**src/rtl/mem_copy_pkg.sv**
```systemverilog
`default_nettype none
// ============================================================================
// Module      : mem_copy_pkg
// Description : Shared types and constants for the memory block copier.
// Revision    : 1.0 - initial release
// ============================================================================
package mem_copy_pkg;

    localparam int          WORD_BYTES       = 4;
    localparam logic [31:0] DEFAULT_CAPACITY = 32'h0000_ffff;

    typedef enum logic [2:0] {
        ST_IDLE  = 3'd0,
        ST_CHECK = 3'd1,
        ST_RD    = 3'd2,
        ST_WR    = 3'd3,
        ST_DONE  = 3'd4
    } state_t;

endpackage
`default_nettype wire

```
**src/rtl/mem_range_chk.sv**
```systemverilog
`default_nettype none
// ============================================================================
// Module      : mem_range_chk
// Description : Word alignment and end-of-block range check for one address.
// Revision    : 1.0 - initial release
// ============================================================================
module mem_range_chk
    import mem_copy_pkg::*;
#(
    parameter logic [31:0] CAPACITY = DEFAULT_CAPACITY,
    parameter int          CNT_W    = 16
) (
    input  logic [31:0]      base,
    input  logic [CNT_W-1:0] count,
    output logic             aligned,
    output logic             in_range
);

    logic [CNT_W-1:0] w_cnt_m1;
    logic [33:0]      w_last;

    // 34-bit sum so a block wrapping past 2^32 is caught as out of range
    assign w_cnt_m1 = count - CNT_W'(1);
    assign w_last   = {2'b00, base} + ({{(34-CNT_W){1'b0}}, w_cnt_m1} << 2);
    assign aligned  = (base[1:0] == 2'b00);
    assign in_range = (count == '0) || (w_last <= {2'b00, CAPACITY});

endmodule
`default_nettype wire

```
**src/rtl/mem_block_copier.sv**
```systemverilog
`default_nettype none
// ============================================================================
// Module      : mem_block_copier
// Description : Forward word-by-word block copy over the behavioural memory bus.
// Revision    : 1.0 - initial release
// ============================================================================
module mem_block_copier
    import mem_copy_pkg::*;
#(
    parameter logic [31:0] CAPACITY = DEFAULT_CAPACITY,
    parameter int          CNT_W    = 16
) (
    input  logic             clk,
    input  logic             rst_n,
    input  logic             start,
    input  logic [31:0]      src,
    input  logic [31:0]      dst,
    input  logic [CNT_W-1:0] count,
    output logic             busy,
    output logic             done,
    output logic             err,
    output logic [CNT_W-1:0] words_done,
    output logic [31:0]      address,
    output logic [31:0]      memIn,
    input  logic [31:0]      memOut,
    output logic             read,
    output logic             write
);

    state_t           r_state;
    logic [31:0]      r_src;
    logic [31:0]      r_dst;
    logic [CNT_W-1:0] r_count;
    logic [CNT_W-1:0] r_words;
    logic [31:0]      r_buf;

    logic             w_src_aligned;
    logic             w_src_in_range;
    logic             w_dst_aligned;
    logic             w_dst_in_range;
    logic             w_req_err;
    logic [CNT_W-1:0] w_words_nxt;
    logic [31:0]      w_src_nxt;
    logic [31:0]      w_dst_nxt;

    mem_range_chk #(.CAPACITY(CAPACITY), .CNT_W(CNT_W)) u_src_chk (
        .base     (r_src),
        .count    (r_count),
        .aligned  (w_src_aligned),
        .in_range (w_src_in_range)
    );

    mem_range_chk #(.CAPACITY(CAPACITY), .CNT_W(CNT_W)) u_dst_chk (
        .base     (r_dst),
        .count    (r_count),
        .aligned  (w_dst_aligned),
        .in_range (w_dst_in_range)
    );

    assign w_req_err   = !w_src_aligned || !w_dst_aligned || !w_src_in_range || !w_dst_in_range;
    assign w_words_nxt = r_words + CNT_W'(1);
    assign w_src_nxt   = r_src + 32'(WORD_BYTES);
    assign w_dst_nxt   = r_dst + 32'(WORD_BYTES);

    assign memIn      = r_buf;
    assign words_done = r_words;

    always_ff @(posedge clk or negedge rst_n) begin
        if (!rst_n) begin
            r_state <= ST_IDLE;
            r_src   <= '0;
            r_dst   <= '0;
            r_count <= '0;
            r_words <= '0;
            r_buf   <= '0;
            address <= '0;
            busy    <= 1'b0;
            done    <= 1'b0;
            err     <= 1'b0;
            read    <= 1'b0;
            write   <= 1'b0;
        end else begin
            done <= 1'b0;
            case (r_state)
                ST_IDLE: begin
                    if (start) begin
                        r_src   <= src;
                        r_dst   <= dst;
                        r_count <= count;
                        r_words <= '0;
                        err     <= 1'b0;
                        busy    <= 1'b1;
                        r_state <= ST_CHECK;
                    end
                end
                ST_CHECK: begin
                    if (w_req_err) begin
                        err     <= 1'b1;
                        done    <= 1'b1;
                        r_state <= ST_DONE;
                    end else if (r_count == '0) begin
                        done    <= 1'b1;
                        r_state <= ST_DONE;
                    end else begin
                        address <= r_src;
                        read    <= 1'b1;
                        r_state <= ST_RD;
                    end
                end
                ST_RD: begin
                    r_buf   <= memOut;
                    address <= r_dst;
                    read    <= 1'b0;
                    write   <= 1'b1;
                    r_state <= ST_WR;
                end
                ST_WR: begin
                    // memory commits the word on this edge
                    r_src   <= w_src_nxt;
                    r_dst   <= w_dst_nxt;
                    r_words <= w_words_nxt;
                    write   <= 1'b0;
                    if (w_words_nxt == r_count) begin
                        done    <= 1'b1;
                        r_state <= ST_DONE;
                    end else begin
                        address <= w_src_nxt;
                        read    <= 1'b1;
                        r_state <= ST_RD;
                    end
                end
                ST_DONE: begin
                    busy    <= 1'b0;
                    r_state <= ST_IDLE;
                end
                default: begin
                    busy    <= 1'b0;
                    read    <= 1'b0;
                    write   <= 1'b0;
                    r_state <= ST_IDLE;
                end
            endcase
        end
    end

endmodule
`default_nettype wire

```
**config.mk**
```make
export PLATFORM = sky130hd
export DESIGN_NAME = mem_block_copier
export DESIGN_NICKNAME = d
export VERILOG_FILES = /design/src/rtl/mem_copy_pkg.sv /design/src/rtl/mem_range_chk.sv /design/src/rtl/mem_block_copier.sv
export SDC_FILE = /design/constraint.sdc
export NUM_CORES = 1
export LEC_CHECK = 0
export CORE_ASPECT_RATIO = 1.4
export CORE_MARGIN = 3
export CORE_UTILIZATION = 49
export CTS_BUF_LIST = sky130_fd_sc_hd__clkbuf_16
export DETAILED_ROUTE_END_ITERATION = 16
export GPL_TIMING_DRIVEN = 0
export PLACE_DENSITY = 0.77
export REMOVE_ABC_BUFFERS = 1
export SKIP_LAST_GASP = 1
export SYNTH_ARGS = -nofsm -noshare
export SYNTH_HDL_FRONTEND = slang
export SYNTH_SLANG_ARGS = --single-unit
```
**constraint.sdc**
```tcl
create_clock -name clk -period 4.9 [get_ports clk]
set_input_delay 0.49 -clock clk [delete_from_list [all_inputs] [get_ports clk]]
set_output_delay 0.49 -clock clk [all_outputs]
set_load 0.01 [all_outputs]
```
-- After elaboration in Yosys (flattened, before gate mapping)
Index checks and enable logic that the tools add are counted.
- word-level logic and storage cells: 86
- register bits: 168
- bits of input ports: 115
- output and inout port bits: 85
- bitwise gates (word level): 2
- reduce and logical (&&, ||, !) cells: 25
- $add $sub $neg: 6
- order comparisons: 2
- multiplexer cells: 29
- equal/unequal tests: 10
- operators by type and width (kind ; count):
    two-way mux 32 bit ; 5
    case mux 32 bit (2 select lines) ; 2
    case mux 32 bit (3 select lines) ; 1
    <= comparator 34 x 16 -> 1 bit, second input constant ; 2
    adder 32 x 18 -> 33 bit ; 2
    adder 32 x 3 -> 32 bit, second input constant ; 2
    case mux 16 bit (2 select lines) ; 1
    adder 16 x 1 -> 16 bit, second input constant ; 1
    == test 16 bit ; 1
    zero test 16 bit ; 1
    two-way mux 16 bit ; 1
    subtractor 16 x 1 -> 16 bit, second input constant ; 1
    two-way mux 3 bit ; 4
    case mux 3 bit (4 select lines) ; 1
    != test 2 bit, second input constant ; 5
    two-way mux 1 bit ; 9
    case mux 1 bit (2 select lines) ; 4
    AND reduction 4 bit ; 2
    == test 3 x 2 -> 1 bit, second input constant ; 2
    AND reduction 2 bit ; 3
    OR reduction 3 bit ; 2
    logical OR 1 bit ; 5
    zero test 1 bit ; 4
    zero test 2 bit ; 2
    other kinds (9) ; 11

-- Logic depth before layout (Yosys ltp)
Gate-level depths: netlist (run 1).
- word-level depth: 9
- mapped depth: 21
- gate-level depth less buffers: 17

-- Modules after synthesis
Synthesis (run 1) repeated with hierarchy kept, for this count alone.
- cell total of the unflattened synthesis: 1470
- area total of the unflattened synthesis: 11923.9 um2
- by module, submodules not included (module ; times used ; sequential area each (um2) ; area an instance (um2) ; cells each):
    mem_block_copier ; 1 ; 4204.0 ; 9151.3 ; 1060
    mem_range_chk ; 2 ; 0.0 ; 1386.3 ; 205

-- Least setup slack after synthesis (run 1)
OpenSTA, ideal clock, no wires.
- path kind: flip-flop to flip-flop
- start point: register r_count[2]
- end point: register address[9]
- setup time: 0.069 ns
- arrival time: 4.637 ns
- stages on the path, launching flop included: 18
- setup slack: 0.193 ns
- clock period less this slack: 4.707 ns
- data required time: 4.831 ns
- buffers on the path: 1
- cell sequence: dfrtp_1 > nor2_1 > nand3_1 > nor4_1 > nand3_1 > xnor2_1 > ha_1 > a21o_1 > a31oi_1 > o21ai_0 > a32oi_1 > nand4_1 > or4_4 > nor4b_4 > nand3_2 > buf_6 > or4_1 > nand3_1
- word-level cells in the longest chain between the ends: 9
- elaborated cells between the ends (all ways): 17
- classes of those cells: add/sub (3); order compare (2); eq/ne (4); reduce/logical (8)
- RTL lines (what ; line ; text):
    start, declared ; mem_block_copier.sv:33 ; logic [CNT_W-1:0] r_count;
    start signal, assigned ; mem_block_copier.sv:89 ; r_count <= count;
    subtractor 16 x 1 -> 16 bit ; mem_range_chk.sv:23 ; assign w_cnt_m1 = count - CNT_W'(1);
    adder 32 x 18 -> 33 bit ; mem_range_chk.sv:24 ; assign w_last = {2'b00, base} + ({{(34-CNT_W){1'b0}}, w_cnt_m1} << 2);
    <= comparator 34 x 16 -> 1 bit ; mem_range_chk.sv:26 ; assign in_range = (count == '0) || (w_last <= {2'b00, CAPACITY});
    logical OR 1 bit ; mem_range_chk.sv:26 ;
    zero test 1 bit ; mem_block_copier.sv:60 ; assign w_req_err = !w_src_aligned || !w_dst_aligned || !w_src_in_range || !w_dst_in_range;
    logical OR 1 bit (2 in a row) ; mem_block_copier.sv:60 ;
    != test 2 bit (no source line) ; - ;
    AND reduction 4 bit (no source line) (*) ; - ;
    end signal, assigned ; mem_block_copier.sv:105 ; address <= r_src;
    end signal, assigned ; mem_block_copier.sv:112 ; address <= r_dst;
    end signal, assigned ; mem_block_copier.sv:127 ; address <= w_src_nxt;
    end, declared ; mem_block_copier.sv:23 ; output logic [31:0] address,
Mark *: on every way between the ends. The rest lies on a longest branch, timed or not.
A chain may end at the register's enable or synchronous reset.

-- Final worst setup path (run 1)
- start point: register r_count[10]
- end point: register address[15]
The elaborated chain is that of the path after synthesis.

==> impl_metrics.toml, run 1 <==
[grt]
grt_pass1_vias = 12163
grt_first_pass_wirelength_um = 65800
grt-ovfl-total = 0
grt_start_max_net_pins = 111
grt_usage = 0.306
antenna_found_initial = 0

[pwr]
clock_power_share = 0.233
combPwrFrac = 0.411
p_leak_nw = 6.25
total_power_mw = 5.75
internal_power_mw = 3.27
swShare = 0.431
ir_drop_mv = 0.281
powerDensity_nw_per_um2 = 367
p_sw_mw = 2.48
seq_power_share = 0.356

[sta]
period_minus_slack_ps = 4850
finalHoldViolCount = 0
skew_ps = 11.9
tightest_slew_ps = 1510
max_freq_mhz = 206
min_period_over_period = 0.990
max-slew-margin-rel = -0.00979
slew_violations = 32
tns_ps = 0
setup_viol = 0

[final_layout]
layout_common_cells = "clkdlybuf4s50_1, nand2_1, dfrtp_1"
diodes = 0
fin_cells = 1994
final_cell_area_um2 = 15700
final_common_cell = "clkdlybuf4s50_1"
area_delta_synth_final_pct = 29.3
drive_gt1_frac = 0.131
fin_nets = 1826

[routing]
vias_per_cell = 6.50
final_antenna_net_count = 0
via_count = 12968
wirelength_um = 42700
drc = 0
drt_iter0_markers = 1268
wl_per_cell_um = 21.4
firstDrtPassIters = 5

[clocking]
numCtsBuffers = 17
clockBufferDepth = 2
insertion_delay_ps = 450
tritoncts = "done"
path_clk_slew_ps = 70
cts_root_buf = "clkbuf_16"
numClockSinks = 168
cts_max_level = 4

[synthesis]
synth-simple-area-share = 0.252
yosys.area_share.xor_xnor = 0.0296
async_reset_ff_frac = 1.00
ys_types = 75
ys_ff_latch = 168
syn_avg_cell_area_um2 = 8.00
synthMuxAreaShare = 0.0364
synth_top_family_by_area = "simple AND/OR/NAND/NOR gates"
synth_seq_area_share = 0.346
synth-compound-area-share = 0.247
synthAdderAreaFrac = 0.0425
synth_area_um2 = 12100
yosysWarnings = 0
syn_inst = 1518
synth_edf_count = 0
ys.flop_type = "dfrtp_1"

[run]
maxCapViolations = 1

[die]
fp-row-count = 67
core_area_um2 = 24100
die_w_um = 139
design.die.area_um2 = 26700
initial_utilization = 0.503
io_pins = 200
fp.dieH_um = 192

[place]
gp_congestion = 0.939
placed_cells = 1929
dpl_cell_area_um2 = 14400
io_buffers = 199
hpwl_um = 30300

[worst_setup_path]
crit_fanout = 9
crit_family = "simple AND/OR/NAND/NOR gates"
crit_cells = 18
endpoint_kind = "flop"
regToRegStartpoint = "r_count[10]"
path_class = "flop to flop"
worstPathRequired_ps = 5260
arrival_ps = 5210
worst-path-buf-inv = 1
worst_path_largest_cell_delay_ps = 600
startpoint_type = "flop"
cp-startpoint = "r_count[10]"
crit_slowest_cell = "or4_4"
worstPathCellList = "nor2_2 > nand2_2 > nor4_4 > nor2b_4 > nand2_2 > xnor2_4 > ha_2 > a21o_1 > a31oi_1 > a21oi_1 > a21oi_1 > nand4_1 > or4_4 > nor4b_4 > buf_6 > nand3_4 > or4_4 > o211ai_1"
worstRegToRegCells = 18

[hold_path]
hp-class = "flop to flop"
min-delay-start = "r_dst[0]"
whs_path_depth = 2

[outcome]
violations = "max-capacitance violations, max-slew violations"
status = "complete, but fails checks"
==> power by group through the flow <==
stage	logic [mW]	registers, mW	clock network (mW)
after floorplan	1.39	1.87	0
after global placement	1.94	2.03	0
after detailed placement	2.01	2.03	0
after CTS	2.19	2.02	1.35
after global routing	2.58	2.07	1.41
final	2.36	2.05	1.34
==> flip-flops by register name, summed over array words and instances (netlist names), 3 cells and up <==
| register | flops |
|---|---|
| address | 32 |
| memIn | 32 |
| r_count | 16 |
| r_dst | 32 |
| r_src | 32 |
| r_state | 3 |
| words_done | 16 |
==> cell usage after synthesis (24+ instances only) <==
| master | instances | area, um2 |
|---|---|---|
| nand2_1 | 200 | 751 |
| dfrtp_1 | 168 | 4200 |
| nor2_1 | 144 | 541 |
| a21oi_1 | 101 | 505 |
| clkbuf_1 | 101 | 379 |
| o21ai_0 | 92 | 460 |
| nand3_1 | 68 | 340 |
| nor3_1 | 61 | 305 |
| a211oi_1 | 46 | 345 |
| ha_1 | 38 | 475 |
| nand4_1 | 38 | 238 |
| mux2_2 | 33 | 372 |
| and3_1 | 29 | 181 |
| inv_1 | 27 | 101 |
| o211ai_1 | 24 | 180 |
| xnor2_1 | 24 | 210 |
==> per-stage QoR <==
stage | setup WS (ps) | hold WS (ps) | util
3_3_place_gp | -10170 | 475 | 0.583
2_1_floorplan | -2670 | 194 | -
4_1_cts | 18.2 | 499 | 0.637
5_1_grt | -88.4 | 516 | 0.650
3_5_place_dp | -1880 | 448 | 0.597
6_report | 47.5 | 496 | 0.650
==> worst min-delay path: cells and delay by family (launching register included) <==
family           cells  cell delay, ps
flip-flops           1             360
AND/OR/NAND/NOR      2             100
==> what timing repair did <==
action	in CTS	in global routing
cloned	2	1
hold buffers	1	0
resized for setup	59	42
pin swaps	10	14
endpoints found under the hold margin	21	0
endpoints found under the setup margin	54	37
buffers inserted	13	16
==> area by class of cell <==
class	instances	area, um2
Clock inverter	15	140
Inverter	28	106
Fill cell	2080	8450
Multi-Input combinational cell	1209	7890
Timing Repair Buffer	247	2530
Sequential cell	168	4220
Clock buffer	17	425
Tap cell	310	388
==> path summary, 6_finish.rpt <==
| check | end | slack [ps] |
|---|---|---|
| setup / recovery | address[15] | 50 |
| hold / removal | r_dst[0] | 500 |
| setup reg to reg | address[15] | 50 |
| hold reg to reg | r_dst[0] | 500 |
| max in group asynchronous | r_count[3] | 3360 |
| min in group asynchronous | memIn[20] | 550 |
==> per-layer routing <==
metal	up-vias	wire length, um	track usage	share of wire
met2	631	21700	0.539	0.51
met3	142	2430	0.0441	0.057
li1	5992	-	-	-
met5	-	0	0	0
met4	0	2370	0.156	0.056
met1	6203	16200	0.363	0.38
==> logic make-up after synthesis <==
group / count (synthesis)
adders and majority gates: 40
and+or+nand+nor: 636
DFF: 168
xor gates and xnor gates: 41
AOI/OAI and AO/OA: 449
buffers and inverters: 144
muxes: 40
Power figures use the tool's default switching activity.
==> inputs of run 2 (changes only) <==
--- a/config.mk
+++ b/config.mk
@@ -7,11 +7,11 @@
 export LEC_CHECK = 0
 export CORE_ASPECT_RATIO = 1.4
 export CORE_MARGIN = 3
-export CORE_UTILIZATION = 49
+export CORE_UTILIZATION = 50
 export CTS_BUF_LIST = sky130_fd_sc_hd__clkbuf_16
 export DETAILED_ROUTE_END_ITERATION = 16
 export GPL_TIMING_DRIVEN = 0
-export PLACE_DENSITY = 0.77
+export PLACE_DENSITY = 0.79
 export REMOVE_ABC_BUFFERS = 1
 export SKIP_LAST_GASP = 1
 export SYNTH_ARGS = -nofsm -noshare
==> impl_metrics.toml, run 2 (synthesis results as in run 1) <==
[pwr]
internal_power_mw = 3.41
total_power_mw = 5.91
seq_power_share = 0.348
powerDensity_nw_per_um2 = 374
p_leak_nw = 6.29
combPwrFrac = 0.411
clock_power_share = 0.241
swShare = 0.423
ir_drop_mv = 0.278
p_sw_mw = 2.50

[die]
io_pins = 200
core_area_um2 = 23500
die_w_um = 138
design.die.area_um2 = 26200
initial_utilization = 0.516
fp-row-count = 66
fp.dieH_um = 190

[clocking]
insertion_delay_ps = 450
numClockSinks = 168
cts_root_buf = "clkbuf_16"
cts_max_level = 4
numCtsBuffers = 17
tritoncts = "done"
path_clk_slew_ps = 70
clockBufferDepth = 2

[grt]
grt_usage = 0.317
antenna_found_initial = 0
grt_pass1_vias = 12448
grt-ovfl-total = 0
grt_start_max_net_pins = 114
grt_first_pass_wirelength_um = 65900

[outcome]
status = "finished clean"

[routing]
drc = 0
final_antenna_net_count = 0
via_count = 13207
wirelength_um = 43100
drt_iter0_markers = 1502
firstDrtPassIters = 5
wl_per_cell_um = 21.6
vias_per_cell = 6.62

[final_layout]
layout_common_cells = "clkdlybuf4s50_1, nand2_1, dfrtp_1"
diodes = 0
area_delta_synth_final_pct = 30.1
fill_cells = 1948
final_common_cell = "clkdlybuf4s50_1"
fin_nets = 1831
drive_gt1_frac = 0.134

[hold_path]
worstHoldEndpoint = "r_dst[0]"
hp-class = "flop to flop"
whs_path_depth = 2
min-delay-start = "r_dst[0]"

[worst_setup_path]
rr_endpoint = "address[7]"
crit_fanout = 9
endpoint_kind = "flop"
startpoint_type = "flop"
regToRegStartpoint = "r_count[4]"
worstRegToRegCells = 18
worstPathRequired_ps = 5290
rrSetupSlack_ps = 150
arrival_ps = 5130
path_class = "flop to flop"

[sta]
finalHoldViolCount = 0
period_minus_slack_ps = 4750
skew_ps = 10.2
slew_violations = 0
min_period_over_period = 0.969
max-slew-margin-rel = 0.209
max_freq_mhz = 211
fin_ws_ps = 154
setup_viol = 0
tightest_slew_ps = 1190

[place]
hpwl_um = 30000
gp_congestion = 0.974
io_buffers = 199
post-place-ws_ps = -1820

[run]
maxCapViolations = 0
-- run 2: routing by layer --
metal  up-vias  track usage  share of wire
met4         0        0.185          0.061
met1      6328        0.380           0.37
met5         -            0              0
met2       717        0.538           0.50
li1       5994            -              -
met3       168       0.0430          0.068
-- run 2: final cells by class --
type / instances / area (um2) / share of cell area
clock inverter: 15 / 178 / 0.0112
multi-input combinational: 1209 / 7920 / 0.501
inverter: 28 / 106 / 0.00673
sequential: 168 / 4210 / 0.267
clock buffer: 17 / 425 / 0.0269
timing repair buffer: 252 / 2570 / 0.163
tap: 306 / 383 / 0.0242
-- run 2: worst max path at each step --
stage               start          to  depth (start not counted)
5_1_grt        r_count[3]  address[7]                         19
3_3_place_gp   r_state[2]   r_dst[26]                          4
4_1_cts        r_count[0]  address[3]                         18
3_5_place_dp   r_count[2]  address[3]                         16
6_report       r_count[4]  address[7]                         18
2_1_floorplan  r_state[2]   r_dst[26]                          4
-- run 2: critical path: stages, from the launching register on --
cell and delay (ps):
dfrtp_2 500, nor3_4 270, nand3_4 160, nor4_4 200
xor2_1 190, buf_4 150, ha_1 250, and4_1 220
and3_1 220, a221oi_4 380, o21a_4 210, mux2i_1 190
nand3b_1 190, nor4_4 440, buf_4 200, nand4_1 100
buf_4 230, or4_1 500, nand3_1 80
-- run 2: what timing repair did --
action                     in CTS  in global routing
setup endpoints to repair      59                 39
pin swaps                      10                 18
hold endpoints to repair       55                  0
cloned                          2                  1
setup buffers                  12                 23
gates resized for setup        51                 54
hold buffers                    1                  0
-- run 2: power by group through the flow --
stage               registers [mW]  logic, mW  clock network, mW
finish                        2.06       2.43               1.43
global route                  2.08       2.64               1.49
CTS                           2.02       2.18               1.44
detailed placement            2.02       2.01                  0
global placement              2.03       1.93                  0
floorplan                     1.87       1.39                  0
-- run 2: through the flow --
step / instances / util / area, um2 / setup TNS [ps] / hold WS [ps]
2_1_floorplan: 1402 / - / 11700 / -122860 / 194
3_3_place_gp: 1907 / 0.598 / 14100 / -1277210 / 470
3_5_place_dp: 1924 / 0.612 / 14400 / -51360 / 434
4_1_cts: 1971 / 0.654 / 15400 / 0 / 505
5_1_grt: 1995 / 0.671 / 15800 / -32.9 / 520
6_report: 1995 / 0.671 / 15800 / 0 / 496
==> inputs of run 3 (changes only) <==
--- a/config.mk
+++ b/config.mk
@@ -6,7 +6,7 @@
 export NUM_CORES = 1
 export LEC_CHECK = 0
 export CORE_ASPECT_RATIO = 1.4
-export CORE_MARGIN = 3
+export CORE_MARGIN = 2
 export CORE_UTILIZATION = 50
 export CTS_BUF_LIST = sky130_fd_sc_hd__clkbuf_16
 export DETAILED_ROUTE_END_ITERATION = 16
==> impl_metrics.toml, run 3 (synthesis results as in run 1) <==
[outcome]
status = "finished clean"

[worst_setup_path]
endpoint_kind = "flop"
crit_slowest_cell = "or4_1"
worstPathRequired_ps = 5300
rrSetupSlack_ps = 110
regToRegStartpoint = "r_count[1]"
arrival_ps = 5180
crit_family = "simple AND/OR/NAND/NOR gates"
path_class = "flop to flop"
startpoint_type = "flop"
worstRegToRegCells = 19
worst_path_largest_cell_delay_ps = 580
worst-path-buf-inv = 4
rr_endpoint = "address[14]"
crit_fanout = 7
worstPathCellList = "inv_1 > nand3_2 > nor4_4 > buf_4 > nand2_1 > xnor2_2 > buf_4 > ha_4 > a21oi_4 > o21a_1 > o22ai_1 > a2111oi_2 > nand4_1 > or4_4 > nor4b_4 > buf_6 > nand3_2 > or4_1 > nand3_1"

[die]
initial_utilization = 0.508
io_pins = 200
design.die.area_um2 = 25600
fp.dieH_um = 188
core_area_um2 = 23900
fp-row-count = 67
die_w_um = 136

[pwr]
internal_power_mw = 3.34
combPwrFrac = 0.408
ir_drop_mv = 0.324
seq_power_share = 0.351
powerDensity_nw_per_um2 = 374
p_leak_nw = 6.24
swShare = 0.430
clock_power_share = 0.241
p_sw_mw = 2.52

[sta]
setup_viol = 0
max-slew-margin-rel = 0.208
slew_violations = 0
tightest_slew_ps = 1190
skew_ps = 9.91
period_minus_slack_ps = 4790
min_period_over_period = 0.977
fin_ws_ps = 114
holdWs_ps = 487
finalHoldViolCount = 0
max_freq_mhz = 209

[final_layout]
final_util = 0.656
drive_gt1_frac = 0.128
fill_cells = 2061
final_cell_area_um2 = 15700
fin_nets = 1822
area_delta_synth_final_pct = 29.1
diodes = 0
layout_common_cells = "clkdlybuf4s50_1, nand2_1, dfrtp_1"
final_common_cell = "clkdlybuf4s50_1"

[routing]
drt_iter0_markers = 1119
via_count = 12945
vias_per_cell = 6.51
firstDrtPassIters = 6
wl_per_cell_um = 21.4
wirelength_um = 42600
drc = 0
final_antenna_net_count = 0

[clocking]
insertion_delay_ps = 460
cts_root_buf = "clkbuf_16"
numClockSinks = 168
cts_max_level = 4
numCtsBuffers = 17
path_clk_slew_ps = 70
clockBufferDepth = 2
tritoncts = "done"

[grt]
grt-ovfl-total = 0
grt_start_max_net_pins = 115
grt_first_pass_wirelength_um = 65700
grt_usage = 0.329
grt_pass1_vias = 12373
antenna_found_initial = 0

[hold_path]
whs_path_depth = 2
hp-class = "flop to flop"
worstHoldEndpoint = "r_dst[0]"
min-delay-start = "r_dst[0]"

[place]
io_buffers = 199
dpl_cell_area_um2 = 14400
post-place-ws_ps = -1920
hpwl_um = 30200
gp_congestion = 0.939

[run]
maxCapViolations = 0
## run 3: changes by cell type in the layout (fill, tap and decap cells not counted), sizes merged
| cell | delta |
|---|---|
| buf | -9 |
| bufinv | -1 |
| clkinvlp | +2 |
| clkinv | -5 |
| inv | +3 |
## run 3: per-layer routing
metal	vias to the layer above	share of wire	routed length (um)	GRT usage
met5	-	0	0	0
li1	5963	-	-	-
met2	631	0.49	21100	0.562
met1	6191	0.37	15900	0.383
met3	160	0.064	2740	0.0514
met4	0	0.067	2860	0.200
## run 3: power groups by stage
stage          clock network (mW)  registers (mW)  logic, mW
6_report                     1.41            2.05       2.39
5_1_grt                      1.47            2.08       2.60
4_1_cts                      1.43            2.02       2.20
3_5_place_dp                    0            2.03       2.02
3_3_place_gp                    0            2.04       1.95
2_1_floorplan                   0            1.87       1.39
## run 3: metrics by stage
stage	TNS (ps)	power [mW]	std cells
2_1_floorplan	-122860	3.25	1402
3_3_place_gp	-1298030	3.98	1911
3_5_place_dp	-57630	4.05	1928
4_1_cts	0	5.65	1978
5_1_grt	-800	6.14	1989
6_report	0	5.86	1989
## run 3: what timing repair did
| action | CTS | global route |
|---|---|---|
| resized for setup | 54 | 41 |
| setup endpoints to repair | 63 | 39 |
| pin swaps | 12 | 11 |
| buffers inserted | 16 | 10 |
| endpoints found under the hold margin | 54 | 0 |
| cloned | 2 | 1 |
| hold buffers | 1 | 0 |
## run 3: area by class of cell
cell class              count  area [um2]  area share
flip-flops and latches    168        4210       0.269
repair buffers            243        2500       0.160
inverters                  28         106     0.00678
well taps                 310         388      0.0247
multi-input cells        1209        7880       0.503
clock buffers              17         425      0.0271
clock inverters            14         161      0.0103
## run 3: worst min-delay path: stages (launching register included)
cell and delay (ps):
dfrtp_1 360, nand2_1 50, nand2_1 50
## run 3: how the worst max path moves through the flow
stage | from | endpoint | cells past startpoint
3_3_place_gp | r_state[2] | r_dst[26] | 4
4_1_cts | r_count[7] | address[11] | 18
5_1_grt | r_count[2] | address[15] | 19
2_1_floorplan | r_state[2] | r_dst[26] | 4
6_report | r_count[1] | address[14] | 19
3_5_place_dp | r_count[2] | address[3] | 16
